**src/rtl/fetch_unit.sv**
```systemverilog
// Decoupled instruction fetch: credit-limited pipelined memory port feeding a DEPTH-entry
// prefetch buffer; a redirect flushes the buffer and drops every response still in flight.
module fetch_unit #(
  parameter int unsigned     XLEN     = 32,
  parameter int unsigned     DEPTH    = 4,
  parameter logic [XLEN-1:0] RESET_PC = '0
) (
  input  logic            clk,
  input  logic            rst,
  output logic            imem_req_valid,
  input  logic            imem_req_ready,
  output logic [XLEN-1:0] imem_addr,
  input  logic            imem_rsp_valid,
  input  logic [XLEN-1:0] imem_rsp_data,
  input  logic            redirect_valid,
  input  logic [XLEN-1:0] redirect_pc,
  output logic            instr_valid,
  input  logic            instr_ready,
  output logic [XLEN-1:0] instr,
  output logic [XLEN-1:0] instr_pc,
  output logic [XLEN-1:0] instr_incpc
);
  localparam int unsigned     PW      = (DEPTH > 1) ? $clog2(DEPTH) : 1;
  localparam int unsigned     CW      = $clog2(DEPTH + 1);
  localparam logic [CW:0]     CREDITS = (CW+1)'(DEPTH);
  localparam logic [XLEN-1:0] STEP    = XLEN'(4);

  logic [XLEN-1:0] fetch_pc_q, fetch_pc_d;
  logic [XLEN-1:0] rsp_pc_q, rsp_pc_d;
  logic [CW-1:0]   out_cnt_q, out_cnt_d;
  logic [CW-1:0]   kill_cnt_q, kill_cnt_d;
  logic [CW-1:0]   occ_q, occ_d;
  logic [PW-1:0]   rd_ptr_q, rd_ptr_d;
  logic [PW-1:0]   wr_ptr_q, wr_ptr_d;
  logic [XLEN-1:0] buf_pc_q    [DEPTH];
  logic [XLEN-1:0] buf_pc_d    [DEPTH];
  logic [XLEN-1:0] buf_instr_q [DEPTH];
  logic [XLEN-1:0] buf_instr_d [DEPTH];

  logic [CW:0]     credits_used;
  logic [XLEN-1:0] redirect_tgt;
  logic            req_fire;
  logic            rsp_live;
  logic            push;
  logic            pop;

  // Killed requests still hold a credit until their response returns.
  assign credits_used   = {1'b0, occ_q} + {1'b0, out_cnt_q};
  assign imem_req_valid = rst && !redirect_valid && (credits_used < CREDITS);
  assign imem_addr      = fetch_pc_q;
  assign req_fire       = imem_req_valid && imem_req_ready;
  assign rsp_live       = imem_rsp_valid && (out_cnt_q != '0);
  assign push           = rsp_live && (kill_cnt_q == '0) && !redirect_valid;
  assign instr_valid    = (occ_q != '0) && !redirect_valid;
  assign pop            = instr_valid && instr_ready;
  assign redirect_tgt   = redirect_pc & ~XLEN'(3);

  assign instr       = buf_instr_q[rd_ptr_q];
  assign instr_pc    = buf_pc_q[rd_ptr_q];
  assign instr_incpc = buf_pc_q[rd_ptr_q] + STEP;

  always_comb begin
    fetch_pc_d  = fetch_pc_q;
    rsp_pc_d    = rsp_pc_q;
    kill_cnt_d  = kill_cnt_q;
    occ_d       = occ_q;
    rd_ptr_d    = rd_ptr_q;
    wr_ptr_d    = wr_ptr_q;
    buf_pc_d    = buf_pc_q;
    buf_instr_d = buf_instr_q;
    out_cnt_d   = out_cnt_q + CW'(req_fire) - CW'(rsp_live);

    if (redirect_valid) begin
      // No issue this cycle, so out_cnt_d is exactly what is left in flight.
      fetch_pc_d = redirect_tgt;
      rsp_pc_d   = redirect_tgt;
      kill_cnt_d = out_cnt_d;
      occ_d      = '0;
      rd_ptr_d   = wr_ptr_q;
    end else begin
      if (req_fire) begin
        fetch_pc_d = fetch_pc_q + STEP;
      end
      if (rsp_live && (kill_cnt_q != '0)) begin
        kill_cnt_d = kill_cnt_q - CW'(1);
      end
      if (push) begin
        buf_pc_d[wr_ptr_q]    = rsp_pc_q;
        buf_instr_d[wr_ptr_q] = imem_rsp_data;
        wr_ptr_d              = wr_ptr_q + PW'(1);
        rsp_pc_d              = rsp_pc_q + STEP;
      end
      if (pop) begin
        rd_ptr_d = rd_ptr_q + PW'(1);
      end
      occ_d = occ_q + CW'(push) - CW'(pop);
    end
  end

  always_ff @(posedge clk or negedge rst) begin
    if (!rst) begin
      fetch_pc_q <= RESET_PC;
      rsp_pc_q   <= RESET_PC;
      out_cnt_q  <= '0;
      kill_cnt_q <= '0;
      occ_q      <= '0;
      rd_ptr_q   <= '0;
      wr_ptr_q   <= '0;
      for (int i = 0; i < int'(DEPTH); i++) begin
        buf_pc_q[i]    <= '0;
        buf_instr_q[i] <= '0;
      end
    end else begin
      fetch_pc_q  <= fetch_pc_d;
      rsp_pc_q    <= rsp_pc_d;
      out_cnt_q   <= out_cnt_d;
      kill_cnt_q  <= kill_cnt_d;
      occ_q       <= occ_d;
      rd_ptr_q    <= rd_ptr_d;
      wr_ptr_q    <= wr_ptr_d;
      buf_pc_q    <= buf_pc_d;
      buf_instr_q <= buf_instr_d;
    end
  end

endmodule

```
**config.mk**
```make
export PLATFORM = sky130hd
export DESIGN_NAME = fetch_unit
export DESIGN_NICKNAME = d
export VERILOG_FILES = /design/src/rtl/fetch_unit.sv
export SDC_FILE = /design/constraint.sdc
export NUM_CORES = 1
export LEC_CHECK = 0
export ABC_AREA = 0
export BUFFER_PORTS_ARGS = -buffer_cell sky130_fd_sc_hd__buf_2
export CAP_MARGIN = 5
export CORE_ASPECT_RATIO = 1.4
export CORE_MARGIN = 8
export CORE_UTILIZATION = 45
export DETAILED_ROUTE_END_ITERATION = 16
export SKIP_CTS_REPAIR_TIMING = 1
export SLEW_MARGIN = 25
export SYNTH_ARGS = -nofsm -noshare
export SYNTH_HDL_FRONTEND = slang
export SYNTH_SLANG_ARGS = --single-unit
```
**constraint.sdc**
```tcl
create_clock -name clk -period 3.65 [get_ports clk]
set_input_delay 0.73 -clock clk [delete_from_list [all_inputs] [get_ports clk]]
set_output_delay 0.73 -clock clk [all_outputs]
set_load 0.02 [all_outputs]
```
## Yosys cells after proc, flatten, opt, wreduce, memory -nomap -nowiden

Index checks and enable logic that the tools add are counted.

- Output and inout bits: 130
- Flip-flop bits (word level): 333
- Logic and storage cells: 72
- Memory bits (read-only): 0
- Latch bits: 0
- Bits in writable memories: 0
- Input bits: 70
- Memories kept: 0

- Equality and inequality tests: 0
- Reduce and logical (&&, ||, !) cells: 20
- Bitwise logic cells: 3
- Muxes and demuxes: 19
- Div/mod/pow operators: 0
- $lt $le $gt $ge: 4
- Shifts and indexed selects: 0
- $add $sub $neg: 11
- Multipliers: 0

Operators by type and width:

| cell | count |
|---|---|
| 2-to-1 mux 32 bit | 9 |
| bitwise mux 128 bit | 2 |
| binary-select mux 32 bit (select 2 bit) | 2 |
| adder 32 x 3 -> 32 bit (second input constant) | 3 |
| demux 32 bit (select 2 bit) | 1 |
| logical AND 1 bit | 10 |
| 2-to-1 mux 3 bit | 3 |
| nonzero test 3 bit | 3 |
| nonzero test 2 bit | 4 |
| adder 3 x 1 -> 3 bit | 2 |
| >= comparator 3 bit (second input constant) | 2 |
| inverter 2 -> 3 bit | 2 |
| subtractor 3 x 1 -> 3 bit | 2 |
| adder 2 x 1 -> 2 bit (second input constant) | 2 |
| adder 3 x 3 -> 4 bit | 1 |
| less-than comparator 4 x 3 -> 1 bit (second input constant) | 1 |
| 2-to-1 mux 2 bit | 2 |
| logical NOT 3 bit | 1 |
| less-than comparator 3 x 1 -> 1 bit (second input constant) | 1 |
| subtractor 3 x 1 -> 3 bit (second input constant) | 1 |
| AND reduction 2 bit | 1 |
| logical NOT 1 bit | 1 |
| inverter 1 bit | 1 |

## Logic depth before layout (Yosys ltp)

Gate-level depths: netlist of run 1.

- Word-level depth: 7
- Depth in mapped cells: 13
- Gate-level depth less buffers: 13

## Least setup slack after synthesis of run 1

No wires, ideal clock.

- Kind: flip-flop to output port
- Start: register rd_ptr_q[0]
- End: output instr_incpc[28]
- Setup slack: 0.333 ns
- Data arrival time: 2.587 ns
- Stages on the path, launching flop included: 10
- Required time: 2.920 ns
- Buffers on the path: 2
- Cells stage by stage: dfrtp_1 > buf_6 > mux4_1 > ha_1 > and2_2 > nand4_2 > or3_1 > buf_2 > nor3_2 > xor2_1

- Cells in the longest elaborated chain, start to end: 5

RTL lines:

| what | RTL line | text |
|---|---|---|
| start: declaration | 33 | `logic [PW-1:0] rd_ptr_q, rd_ptr_d;` |
| start signal: assignment | 119 | `rd_ptr_q <= rd_ptr_d;` |
| inverter 2 -> 3 bit | n/a |  |
| binary-select mux 32 bit (select 2 bit) | n/a |  |
| 2-to-1 mux 32 bit (2 in series) | n/a |  |
| via instr_pc[2] | 20 | `output logic [XLEN-1:0] instr_pc,` |
| adder 32 x 3 -> 32 bit | 60 | `assign instr_incpc = buf_pc_q[rd_ptr_q] + STEP;` |
| end: declaration | 21 | `output logic [XLEN-1:0] instr_incpc` |

The timed path passes the listed nets, and every way through them passes these cells. The select of a mux whose other input is x is not followed.

## Final worst setup path of run 1

- Start: register rd_ptr_q[0]
- End: output instr_incpc[28]

- Cells in the longest elaborated chain, start to end: 5

RTL lines:

| what | RTL line |
|---|---|
| inverter 2 -> 3 bit (implied by the code) | 60 |
| binary-select mux 32 bit (select 2 bit) | 60 |
| 2-to-1 mux 32 bit (implied by the code) (2 in series) | 60 |
| adder 32 x 3 -> 32 bit | 60 |

No other way between the ends. The select of a mux whose other input is x is not followed.

==> results of run 1 <==
## metal layers
metal  routed length (µm)  part of all wire  GRT usage
met1                16140              0.42     0.2310
met2                19540              0.51     0.3209
met3                 1494             0.039    0.03113
met4                 1153             0.030    0.06234
met5                    0                 0          0
## Yosys cell counts, drive strengths merged
cell type | instances | share of area
nand2 | 61 | 0.015
nor3 | 13 | 0.0055
or4b | 1 | 0.00065
xor2 | 37 | 0.021
or3 | 6 | 0.0031
a22o | 1 | 0.00057
o211ai | 5 | 0.0024
o311ai | 9 | 0.0051
xnor2 | 39 | 0.022
nor2 | 40 | 0.0097
or4 | 1 | 0.00049
mux4 | 62 | 0.093
mux2 | 269 | 0.20
a41oi | 1 | 0.00057
a311oi | 1 | 0.00057
a211oi | 1 | 0.00049
nor4 | 4 | 0.0024
buf | 32 | 0.013
nor4b | 2 | 0.0021
o41ai | 1 | 0.00057
nand4 | 25 | 0.011
and3 | 17 | 0.0069
a221o | 1 | 0.00065
nor2b | 2 | 0.00081
o31ai | 1 | 0.00049
and4 | 7 | 0.0040
nand2b | 1 | 0.00040
clkbuf | 41 | 0.0099
a21oi | 11 | 0.0036
dfrtp | 321 | 0.52
clkinv | 1 | 0.00024
o21a | 1 | 0.00049
ha | 15 | 0.012
and2 | 5 | 0.0021
o211a | 1 | 0.00065
inv | 20 | 0.0048
fa | 2 | 0.0026
a21o | 4 | 0.0019
a211o | 1 | 0.00057
nand3 | 33 | 0.012
conb | 1 | 0.00024
o21ai | 29 | 0.0094
a31oi | 5 | 0.0020
## kinds of logic after synthesis
| family | Yosys count | synth area share |
|---|---|---|
| other cells | 1 | 0.0002423 |
| mux | 331 | 0.2888 |
| flops | 321 | 0.5189 |
| buf+inv | 94 | 0.02853 |
| fa+ha+maj | 17 | 0.01471 |
| simple gates | 218 | 0.07582 |
| xor+xnor | 76 | 0.04300 |
| compound gates | 73 | 0.02999 |
## flip-flops by register name, summed over array words and instances, names as in the netlist
signal and count:
out_cnt_q 3, kill_cnt_q 3, wr_ptr_q 2, buf_instr_q 128, rd_ptr_q 2, imem_addr 30
rsp_pc_q 30, buf_pc_q 120, occ_q 3
## where the power goes
| group | total, W | switching [W] | internal [W] |
|---|---|---|---|
| clock | 0.00357 | 0.00144 | 0.00213 |
| combinational | 0.00557 | 0.00283 | 0.00274 |
| sequential | 0.00540 | 0.000691 | 0.00471 |
| total | 0.0145 | 0.00496 | 0.00958 |
## stage by stage
stage / TNS, ns / instance area (µm²) / hold WS (ns)
after floorplan: 0 / 15500 / 0.4344
after global placement: 0 / 17090 / 0.4810
after detailed placement: 0 / 17090 / 0.4875
after CTS: -3.396 / 18230 / 0.3330
after global routing: -1.895 / 18720 / 0.3554
final: -0.6442 / 18720 / 0.3197
## worst max-delay path: cells and delay by family (launching register included)
family                     cells  cell delay [ns]
and+or+nand+nor                4             0.96
DFF                            1             0.55
buffers and inverters          2             0.30
muxes                          1             0.41
adders and majority gates      1             0.16
xor gates and xnor gates       1             0.16
## worst paths after layout
check | startpoint | endpoint | slack, ns | cells after the start
max reg2reg | out_cnt_q[2]$_DFF_PN0_ | kill_cnt_q[2]$_DFFE_PN0P_ | 0.54 | 11
min reg2reg | buf_pc_q[88]$_DFFE_PN0P_ | buf_pc_q[88]$_DFFE_PN0P_ | 0.50 | 1
min | rst | buf_instr_q[101]$_DFFE_PN0P_ | 0.32 | 2
min in group clk | redirect_pc[12] | rsp_pc_q[12]$_DFFE_PN0N_ | 0.46 | 3
max | rd_ptr_q[0]$_DFFE_PN0P_ | instr_incpc[28] | -0.14 | 9
max in group asynchronous | rst | rd_ptr_q[0]$_DFFE_PN0P_ | 1.96 | 4
## area by class of cell
class	instances	area, µm²	area share
clock inverter	14	178.9	0.009556
sequential	321	8040	0.4294
inverter	21	78.83	0.004210
multi-input combinational	721	7161	0.3824
tap	451	564.3	0.03014
timing repair buffer	258	1740	0.09295
clock buffer	47	960.9	0.05132
==> qor.yml, run 1 <==
timing:
  slew_viol_final: 0
  fin_ws_ns: -0.1405
  fin_skew_ns: 0.01816
  fmax_mhz: 263.8
  period_needed_ns: 3.791
  rsz0062_at_grt: "yes"
  hold_viol: 0
  min_period_over_period: 1.039
  worstMarginPinSlew_ns: 0.8158
  maxSlewHeadroom: 0.4515
  setup_viol: 8
pwr:
  p_leak_nw: 8.869
  peakVddDrop_uv: 443.3
  powerDensity_nw_per_um2: 776.5
  power_w: 0.01454
worst_setup_path:
  slowest_stage: "dfrtp_4"
  end_kind: "output pin"
  cp.required_ns: 2.92
  cpPeakStageDelay_ns: 0.55
  start_kind: "flip-flop"
  crit_type: "flip-flop to output pin"
  arrival_ns: 3.06
  crit_chain: "buf_6 -> mux4_2 -> ha_4 -> and2_4 -> nand4_4 -> or3_4 -> nor3_2 -> xor2_1 -> buf_4"
  cp_max_fo: 7
drt:
  drt_iter0_drc: 603
  wl_per_cell_um: 20.91
  firstDrtPassIters: 4
  routed_via_density: 5.501
  via_count: 10080
  drc: 0
  ant_nets: 0
  routed_wl_um: 38320
cts:
  cts_buffers: 34
  clk_pin_slew_ns: 0.06
  cts-root-buf: "clkbuf_16"
  cts_tree: "done"
  cts_max_path_buffers: 3
  cts_max_level: 2
  clk_latency_ns: 0.52
  clock_sinks: 321
floorplanning:
  io_pins: 200
  rows: 80
  dieArea_um2: 40670
  die_w_um: 172.8
  core-area_um2: 34030
  start_util: 0.4549
  die_h_um: 235.5
flow_run:
  drv_cap: 0
place:
  dp_hpwl_um: 25970
  pre_cts_ws_ns: 0.1922
  gp_congestion: 0.8461
  io_buffers: 191
  dp_cells: 1742
finish:
  finalNetCount: 1444
  mostFrequentLayoutCells: "319 x dfrtp_1, 269 x mux2_2, 174 x buf_2, 61 x buf_4, 58 x nand2_1"
  finalNonFillerCells: 1833
  fill_cells: 2895
  drive_above_1_share: 0.4884
  diodes: 0
  final_common_cell: "dfrtp_1"
  syn_to_final_growth_pct: 20.96
  finish.utilization: 0.5502
outcome:
  violations: "setup timing"
  status: "complete, but fails checks"
synth:
  synth-seq-area-share: 0.5189
  synth_warnings: 0
  synth_cells: 1131
  syn-mean-instance-area_um2: 13.69
  synth.distinct_cells: 57
  syn_area_um2: 15480
  ys_ff_latch: 321
global_route:
  grt_max_degree: 180
  grt_pass1_vias: 10830
  grtUsageTotal: 0.1851
  grt_pass1_wl_um: 60900
  overflow: 0
  grt_antenna_before_repair: 0
min_path:
  hold_path_class: "input port to asynchronous set/reset pin"
(Power assumes the default switching activity.)
==> run 2, diff against run 1 <==
--- a/config.mk
+++ b/config.mk
@@ -12,8 +12,10 @@
 export CORE_MARGIN = 8
 export CORE_UTILIZATION = 45
 export DETAILED_ROUTE_END_ITERATION = 16
+export REMOVE_ABC_BUFFERS = 1
 export SKIP_CTS_REPAIR_TIMING = 1
 export SLEW_MARGIN = 25
 export SYNTH_ARGS = -nofsm -noshare
 export SYNTH_HDL_FRONTEND = slang
 export SYNTH_SLANG_ARGS = --single-unit
+export TNS_END_PERCENT = 30
==> qor.yml, run 2 (synthesis results as in run 1) <==
outcome:
  status: "complete, but fails checks"
  violations: "setup timing"
floorplanning:
  io_pins: 200  # unchanged
  die_w_um: 172.8  # unchanged
  dieArea_um2: 40670  # unchanged
  die_h_um: 235.5  # unchanged
  core-area_um2: 34030  # unchanged
  start_util: 0.4549  # unchanged
  rows: 80  # unchanged
timing:
  hold_viol: 0  # unchanged
  fin_skew_ns: 0.01940  # +0.001240 ns
  fmax_mhz: 261.6  # -0.82%
  finalSetupTns_ns: -1.063  # -0.4187 ns
  rsz0062_at_grt: "yes"
  fin_ws_ns: -0.1719  # -0.03139 ns
  setup_viol: 12  # +4
  slew_viol_final: 0  # unchanged
  min_period_over_period: 1.047  # +0.008600
  period_needed_ns: 3.822  # +0.03139 ns
  maxSlewHeadroom: 0.4761  # +0.02467
  worstMarginPinSlew_ns: 0.7858  # -0.03004 ns
cts:
  cts_buffers: 35  # +2.9%
  cts_max_path_buffers: 3  # unchanged
  cts_tree: "done"
  clock_sinks: 321  # unchanged
  cts_max_level: 2  # unchanged
  clk_latency_ns: 0.52  # about the same
  cts-root-buf: "clkbuf_16"
  clk_pin_slew_ns: 0.06  # about the same
worst_setup_path:
  timing.rr.start: "out_cnt_q[2]$_DFF_PN0_"
  ff2ff_setup_slack_ns: 0.62  # +0.08 ns
  arrival_ns: 3.09  # +0.03 ns
  start_kind: "flip-flop"
  crit_type: "flip-flop to output pin"
  end_kind: "output pin"
  worstSetupStartpoint: "rd_ptr_q[0]$_DFFE_PN0P_"
  r2r-end: "kill_cnt_q[2]$_DFFE_PN0P_"
  cp_max_fo: 6  # -1
  endpoint: "instr_incpc[30]"
  cp.required_ns: 2.92  # about the same
  r2r_cells: 11  # unchanged
global_route:
  grt_pass1_wl_um: 60800  # -0.16%
  grt_antenna_before_repair: 0  # unchanged
  grtUsageTotal: 0.1839  # -0.001165
  grt_max_degree: 146  # -19%
  overflow: 0  # unchanged
  grt_pass1_vias: 10850  # +0.15%
finish:
  fill_cells: 2936  # +1.4%
  final_common_cell: "dfrtp_1"
  largestRegisters: "buf_instr_q (128), buf_pc_q (120)"
  mostFrequentLayoutCells: "319 x dfrtp_1, 269 x mux2_2, 180 x buf_2, 61 x nand2_1, 55 x mux4_2"
  syn_to_final_growth_pct: 19.12
  drive_above_1_share: 0.4772  # -0.01118
  fin_area_um2: 18440  # -1.5%
  top_register: "buf_instr_q"
  diodes: 0  # unchanged
  largest_reg_flops: 128  # unchanged
  finalNetCount: 1425  # -1.3%
drt:
  ant_nets: 0  # unchanged
  routed_wl_um: 37560  # -2.0%
  dr_wl_met2_um: 19380  # -0.79%
  drc: 0  # unchanged
  drt_iter0_drc: 448  # -26%
  via_count: 9885  # -2.0%
  maxUsedRoutingLayer: "met4"
  firstDrtPassIters: 4  # unchanged
  routed_via_density: 5.452  # -0.89%
  met1_length_um: 15790  # -2.1%
  wl_per_cell_um: 20.72  # -0.89%
  met3_wirelength_um: 1447  # -3.1%
place:
  placed_cell_area_um2: 17000  # -0.53%
  dp_hpwl_um: 25520  # -1.7%
  io_buffers: 191  # unchanged
  gp_congestion: 0.8095  # -4.3%
min_path:
  hold_path_class: "input port to asynchronous set/reset pin"
pwr:
  powerDensity_nw_per_um2: 783.4  # +0.89%
  peakVddDrop_uv: 369.7  # -17%
  p_leak_nw: 8.690  # -2.0%
flow_run:
  drv_cap: 0  # unchanged
run 2: cell types whose count changed in the layout (fill, tap and decap cells not counted), moves of 5 or more:
cell / delta
buf_12: -7
buf_2: +6
buf_4: -15
clkbuf_1: -5
run 2: how the worst min path moves through the flow:
stage	start	endpoint	cells past startpoint	slack, ns
after detailed placement	buf_pc_q[107]$_DFFE_PN0P_	buf_pc_q[107]$_DFFE_PN0P_	1	0.49
after global placement	buf_pc_q[34]$_DFFE_PN0P_	buf_pc_q[34]$_DFFE_PN0P_	1	0.48
after CTS	rst	buf_pc_q[3]$_DFFE_PN0P_	2	0.36
after floorplan	rst	buf_instr_q[0]$_DFFE_PN0P_	0	0.43
after global routing	rst	buf_pc_q[98]$_DFFE_PN0P_	2	0.39
final	rst	buf_pc_q[98]$_DFFE_PN0P_	2	0.34
run 2: cell type report:
cell class	instances	area, µm²	area share
tap	451	564.3	0.03060
clock buffer	41	928.4	0.05035
clock inverter	20	290.3	0.01574
inverter	21	78.83	0.004275
timing repair buffer	238	1435	0.07783
multi-input combinational	721	7102	0.3852
sequential	321	8040	0.4360
run 2: critical path, cell delays in order, from the launching register on:
cell and delay (ns):
dfrtp_4 0.55, buf_8 0.17, mux4_2 0.40, ha_4 0.15, and2_4 0.17, nand4_4 0.13
or3_4 0.49, nor3_4 0.20, xor2_1 0.16, buf_4 0.16
run 2: power breakdown:
group / internal [W] / switching, W
Clock: 0.00232 / 0.00146
Sequential: 0.00471 / 0.000703
Combinational: 0.00254 / 0.00271
Total: 0.00958 / 0.00487
run 2: metal layers:
layer / track usage / vias to the layer above
met2: 0.3295 / 209
met4: 0.05553 / 0
met5: 0 / -
met1: 0.2232 / 5089
met3: 0.03049 / 50
li1: - / 4537
run 2: per-stage QoR:
step / hold slack [ns] / utilization / power (W) / cells / setup WS, ns
global placement: 0.4818 / 0.4996 / 0.01048 / 1740 / 0.1329
finish: 0.3401 / 0.5418 / 0.01444 / 1813 / -0.1719
global route: 0.3892 / 0.5418 / 0.01528 / 1813 / -0.2726
CTS: 0.3626 / 0.5354 / 0.01445 / 1801 / -0.4424
detailed placement: 0.4892 / 0.4996 / 0.01061 / 1740 / 0.1019
floorplan: 0.4344 / - / 0.008891 / 1063 / -1.840
